$ cat src/rtl/e203_itcm_ram_ctrl.sv
// ITCM SRAM initiator-side controller: command/response channels to a
// one-cycle-latency single-port RAM, with idle-driven light sleep.
module e203_itcm_ram_ctrl #(
    parameter int DW      = 64,
    parameter int MW      = DW / 8,
    parameter int RAM_AW  = 13,
    parameter int ADDR_W  = 20,
    parameter int LS_IDLE = 16
) (
    input  logic              clk,
    input  logic              rst,
    input  logic              cmd_valid,
    output logic              cmd_ready,
    input  logic              cmd_read,
    input  logic [ADDR_W-1:0] cmd_addr,
    input  logic [DW-1:0]     cmd_wdata,
    input  logic [MW-1:0]     cmd_wmask,
    output logic              rsp_valid,
    input  logic              rsp_ready,
    output logic [DW-1:0]     rsp_rdata,
    output logic              rsp_err,
    output logic              ram_cs,
    output logic              ram_we,
    output logic [RAM_AW-1:0] ram_addr,
    output logic [MW-1:0]     ram_wem,
    output logic [DW-1:0]     ram_din,
    input  logic [DW-1:0]     ram_dout,
    output logic              ram_sd,
    output logic              ram_ds,
    output logic              ram_ls
);

    localparam int OFS = $clog2(MW);
    localparam int TOP = RAM_AW + OFS;
    localparam int CW  = $clog2(LS_IDLE + 1);
    localparam logic [CW-1:0] LS_MAX  = CW'(LS_IDLE);
    localparam logic [CW-1:0] LS_LAST = CW'(LS_IDLE - 1);

    logic          fire;
    logic          oor;
    logic          idle;
    logic          is_read;
    logic          first;
    logic [DW-1:0] hold;
    logic [CW-1:0] idle_cnt;
    logic          unused_addr;

    generate
        if (ADDR_W > TOP) begin : g_oor
            assign oor = |cmd_addr[ADDR_W-1:TOP];
        end else begin : g_no_oor
            assign oor = 1'b0;
        end
    endgenerate

    assign unused_addr = ^cmd_addr[OFS-1:0];

    assign cmd_ready = !rst & !ram_ls & (!rsp_valid | rsp_ready);
    assign fire      = cmd_valid & cmd_ready;

    assign ram_cs   = fire & !oor;
    assign ram_we   = !cmd_read;
    assign ram_addr = cmd_addr[TOP-1:OFS];
    assign ram_wem  = cmd_read ? '0 : cmd_wmask;
    assign ram_din  = cmd_wdata;
    assign ram_sd   = 1'b0;
    assign ram_ds   = 1'b0;

    // RAM data is only valid in the first response cycle; later stalls replay it
    assign rsp_rdata = (rsp_valid & is_read) ? (first ? ram_dout : hold) : '0;

    always_ff @(posedge clk) begin
        if (rst) begin
            rsp_valid <= 1'b0;
            rsp_err   <= 1'b0;
            is_read   <= 1'b0;
            first     <= 1'b0;
            hold      <= '0;
        end else begin
            if (first) begin
                hold <= ram_dout;
            end
            if (fire) begin
                rsp_valid <= 1'b1;
                is_read   <= cmd_read & !oor;
                rsp_err   <= oor;
                first     <= 1'b1;
            end else begin
                first <= 1'b0;
                if (rsp_valid & rsp_ready) begin
                    rsp_valid <= 1'b0;
                end
            end
        end
    end

    assign idle = !cmd_valid & !rsp_valid;

    always_ff @(posedge clk) begin
        if (rst) begin
            idle_cnt <= '0;
            ram_ls   <= 1'b0;
        end else begin
            if (!idle) begin
                idle_cnt <= '0;
            end else if (idle_cnt != LS_MAX) begin
                idle_cnt <= idle_cnt + CW'(1);
            end
            // any request wakes the RAM; the command is accepted next cycle
            if (ram_ls & cmd_valid) begin
                ram_ls <= 1'b0;
            end else if (idle & (idle_cnt == LS_LAST)) begin
                ram_ls <= 1'b1;
            end
        end
    end

endmodule
$ cat config.mk
export PLATFORM = sky130hd
export DESIGN_NAME = e203_itcm_ram_ctrl
export DESIGN_NICKNAME = d
export VERILOG_FILES = /design/src/rtl/e203_itcm_ram_ctrl.sv
export SDC_FILE = /design/constraint.sdc
export NUM_CORES = 1
export LEC_CHECK = 0
export BUFFER_PORTS_ARGS = -buffer_cell sky130_fd_sc_hd__buf_2
export CAP_MARGIN = 10
export CORE_AREA = 4 4 122 124
export CTS_CLUSTER_SIZE = 12
export DETAILED_ROUTE_END_ITERATION = 10
export DIE_AREA = 0 0 126 128
export PLACE_DENSITY = 0.66
export SETUP_SLACK_MARGIN = 0.02
export SYNTH_ARGS = -nofsm -noshare
export SYNTH_HDL_FRONTEND = slang
export SYNTH_SLANG_ARGS = --single-unit
$ cat constraint.sdc
create_clock -name clk -period 1.2 [get_ports clk]
set_input_delay 0.18 -clock clk [delete_from_list [all_inputs] [get_ports clk]]
set_output_delay 0.18 -clock clk [all_outputs]
set_load 0.02 [all_outputs]
Word-level counts from Yosys, hierarchy flattened --
Index checks and enable logic that the tools add are counted.
Word-level totals: output and inout port bits 157, input port bits 161, register bits 74, logic and storage cells 38
Cells by class: bitwise logic cells 12, $add $sub $neg 1, muxes and demuxes 6, reductions and logical operators 10, eq/ne operators 2
Operators by type and width (count):
- two-way mux 64 bit | 2
- bitwise AND 1 bit | 10
- two-way mux 8 bit | 1
- logical NOT 1 bit | 6
- adder 5 x 1 -> 5 bit (second input constant) | 1
- equality test 5 x 4 -> 1 bit (second input constant) | 1
- != test 5 bit (second input constant) | 1
- OR reduction 2 bit | 2
- OR reduction 4 bit | 1
- two-way mux 1 bit | 3
- nonzero test 2 bit | 1
- NOT 1 bit | 1
- bitwise OR 1 bit | 1

Longest topological paths before layout --
depth after elaboration 5, depth in mapped cells 5, gate-level depth less buffers 5

Least setup slack after synthesis --
No wires, ideal clock.
path type flip-flop to output port, start point reg rsp_valid, end point out rsp_rdata[10], setup slack -0.225 ns, cell stages (with the launch flop) 4, buffers on the path 1, arrival 1.245 ns, path through dfxtp_1 nand2_1 clkbuf_1 nor2_1
On the way: cells in the longest elaborated chain, start to end 2
Ends and longest elaborated chain:
- start, declared | line 18 | output logic rsp_valid,
- start signal, assigned | line 74 | rsp_valid <= 1'b0;
- start signal, assigned | line 84 | rsp_valid <= 1'b1;
- start signal, assigned | line 91 | rsp_valid <= 1'b0;
- bitwise AND 1 bit | line 70 | assign rsp_rdata = (rsp_valid & is_read) ? (first ? ram_dout : hold) : '0;
- two-way mux 64 bit | line 70
- end, declared | line 20 | output logic [DW-1:0] rsp_rdata,
Every way passes these cells.

Final worst setup path --
start point reg first, end point out rsp_rdata[42]
On the way: cells in the longest elaborated chain, start to end 2
Ends and longest elaborated chain:
- start, declared | line 43 | logic first;
- start signal, assigned | line 77 | first <= 1'b0;
- start signal, assigned | line 87 | first <= 1'b1;
- start signal, assigned | line 89 | first <= 1'b0;
- two-way mux 64 bit
- two-way mux 64 bit | line 70
Every way passes these cells.

==> summary.md <==
| Metric | Value |
|---|---|
| Sink Count | `74` |
| Port Buffers | `158` |
| DR pass1 iterations | `4` |
| VDD IR-drop max | `~0.00054 V` |
| Worst Hold Path EP | `ram_ls` |
| Switching Share | `24.5%` |
| Worst Skew | `slightly below 0.006 ns` |
| Vias/cell | `4.46` |
| FF-to-FF End | `hold[62]` |
| P_sw | `1.76 mW` |
| Die width | `126 µm` |
| Hold path start | `cmd_valid` |
| FF+latch count, synth | `74` |
| R2R depth | `6` |
| Setup CP Type | `reg -> out` |
| Cts bufs inserted | `9` |
| Number of enable flip-flop cells after synthesis | `0` |
| Cell Chain, Critical Path | `buf_12 -> clkbuf_16 -> mux2i_4 -> nor2_4 -> buf_6` |
| Initial core utilization | `26.2%` |
| Met2 Wirelength | `just under 7000 µm` |
| Row count | `43` |
| Grt ovf | `0` |
| RR Startpoint | `first` |
| Met3 WL | `813 µm` |
| Final period util | `147%` |
| Drt total wl | `12500 µm` |
| Clock power share | `41.8%` |
| Pint | `approximately 5.4 mW` |
| Crit. End Element | `output port` |
| RSZ-0062 raised after global routing | `yes` |
| Pwr/cell area | `about 1000 nW/µm²` |
| Slew Limit Fails | `0` |
| Syn Std Cell Area | `roughly 3600 µm²` |
| Place WS | `-0.350 ns` |
| WL met1 | `4260 µm` |
| Iter 0 DRT Violations | `143` |
| R2r setup slk | `-0.22 ns` |
| CP max stage cell | `dfxtp_4` |
| Drt wl/cell | `16.6 µm` |
| Crit path DAT | `1.58 ns` |
| Max Used Layer | `met4` |
| Die height | `128 µm` |
| First-pass GRT wire length | `16500 µm` |
| Final GP Congestion | `0.779` |
| Crit path required time | `1.02 ns` |
| Gr usage total | `between 10 and 15%` |
| Depth of the worst hold-timing path | `2` |
| Area Overhead vs Synth | `91.2%` |
| CTS H-tree depth | `3` |
| Setup violation total in the final timing report | `around 110` |
| Synth top area share | `41.0%` |
| Comb power frac | `21.1%` |
| Setup ws final | `-0.559 ns` |
| Most numerous cell in the Yosys netlist | `nor2_1` |
| Non-filler cells, final | `between 700 and 800` |
| Vias in the first global route | `3421` |
| Worst-path clk slew | `about 0.060 ns` |
| Final min period | `1.76 ns` |
| Core region area | `13800 µm²` |
| Hold crit path type | `in -> reg` |
| Ports | `318` |
| Worst-Skew Late Latency | `0.33 ns` |
| Top_reg_cell synth | `dfxtp_1` |
| Cell variety after synth | `26` |
| Failing checks | `negative setup slack` |
| Syn_area_per_cell | `8.68 µm²` |
| Leak pwr | `2.68 nW` |
| Crit path max-delay family | `buffers and inverters` |
| Pwr Total | `around 7 mW` |
| Leading area contributor after synthesis | `dfxtp_1` |
| Synth top area cells | `dfxtp_1 41%, mux2i_1 18%, buf_4 16%` |
| Post-synth top cells | `133 x nor2_1, 79 x buf_4, 74 x dfxtp_1` |
| Post-Synthesis Cells | `~420` |
| Register share of total power | `37.1%` |
| Clock buffer depth | `2` |
| Critical path's largest stage delay | `roughly 0.38 ns` |
| Post-DP HPWL | `8050 µm` |
| Post-synthesis sequential area ratio | `41.0%` |
| Clock tree from TritonCTS | `built` |
| Ys Warns | `0` |
| Fillers | `1172` |
| MaxCap Viol Count | `0` |
| Largest net degree at the start of global routing | `49` |
| Fin. Hold Viols | `0` |
| Die ar. | `16100 µm²` |
| Finished Core Util | `50.2%` |
| Diodes inserted | `0` |
| CP max FO | `8` |
| Net count, final | `733` |
| Status | `complete, but fails checks` |
| Root buffer cell | `clkbuf_16` |
| Critical path buffers and inverters | `3` |
| Via count | `3360` |
| FMAX | `569 MHz` |
| WP depth | `5` |
| Layout cells sized above 1 | `73.0%` |
| Critical path startpoint category | `register` |
| Residual DRC | `0` |
| Dpl cells | `715` |
| Final setup TNS | `-35.16 ns` |
| Asr flop ratio synth | `0%` |
| Initial antenna violation count | `0` |
| Post-route ant nets | `0` |
[state kept, by name (all words and copies together), names as in the netlist]
| register | count |
|---|---|
| is_read | 1 |
| rsp_valid | 1 |
| ram_ls | 1 |
| hold | 64 |
| idle_cnt | 5 |
| rsp_err | 1 |
| first | 1 |
[through the flow]
step	cell area (µm²)	hold WS, ns
floorplan	4360	0.259
global placement	5110	0.360
detailed placement	5110	0.360
CTS	5850	0.0782
global route	6910	0.0946
finish	6910	0.101
[cells by family (layout without fill, tap and decap cells)]
kind of cell               after synthesis  in the layout  share of synthesized area, %
AOI/OAI and AO/OA                        6              6                          1.07
DFF                                     74             74                          41.0
and+or+nand+nor                        155            155                          18.2
muxes                                   65             65                          18.0
xor gates and xnor gates                 3              3                         0.728
other                                    1              2                         0.104
adders and majority gates                3              3                          1.04
buffers and inverters                  109            266                          19.8
[worst max-delay path by stage]
stage / startpoint / to / slack [ns]
finish: first / rsp_rdata[42] / -0.56
global route: first / rsp_rdata[1] / -0.61
CTS: first / rsp_rdata[35] / -0.55
global placement: cmd_addr[17] / ram_cs / -0.33
floorplan: cmd_addr[17] / rsp_err / -0.16
detailed placement: cmd_addr[17] / ram_cs / -0.35
[worst register-to-register path: stages, from the launching register on]
cell	delay, ns
dfxtp_4	0.38
buf_12	0.17
clkbuf_16	0.20
mux2i_4	0.29
buf_4	0.15
buf_4	0.09
nor2_1	0.03
[layer usage]
layer,global-route usage [%],up-vias
li1,-,1568
met1,13.1,1587
met2,22.4,137
met3,4.29,68
met4,8.96,0
met5,0,-
[cells in the final DEF (no fill, tap or decap), types with 2 or more instances in the layout]
cell type	instances
ha_2	2
buf_2	100
nor2_4	40
nor2_1	58
nor2b_1	8
conb_1	2
buf_12	9
clkbuf_16	13
a21oi_2	2
buf_8	3
dfxtp_4	4
inv_1	7
buf_6	89
mux2i_4	63
clkbuf_8	3
buf_4	34
buf_16	2
bufinv_16	2
inv_2	2
nor2_2	35
dfxtp_1	69
nor3_1	2
[power groups by stage]
| stage | registers [mW] | clock network (mW) | logic [mW] |
|---|---|---|---|
| 2_1_floorplan | 2.68 | 0 | 0.966 |
| 3_5_place_dp | 2.70 | 0 | 0.997 |
| 6_report | 2.67 | 3.01 | 1.52 |
| 4_1_cts | 2.65 | 3.09 | 1.14 |
| 3_3_place_gp | 2.69 | 0 | 0.970 |
| 5_1_grt | 2.68 | 3.22 | 1.61 |
[layout make-up]
type / count / area (µm²) / area share [%]
multi-input combinational: 234 / 2680 / 38.7
timing repair buffer: 241 / 2140 / 31.0
sequential: 74 / 1500 / 21.7
clock buffer: 12 / 267 / 3.86
tap: 180 / 225 / 3.26
clock inverter: 4 / 71.3 / 1.03
inverter: 9 / 33.8 / 0.489
[timing repair]
| action | in CTS | in global routing |
|---|---|---|
| hold endpoints to repair | 0 | 0 |
| setup endpoints to repair | 119 | 136 |
| pin swaps | 5 | 14 |
| setup buffers | 16 | 29 |
| hold buffers | 0 | 0 |
| resized for setup | 78 | 212 |
| gates cloned | 0 | 6 |
Note: power is estimated with default switching activity, not from simulation.
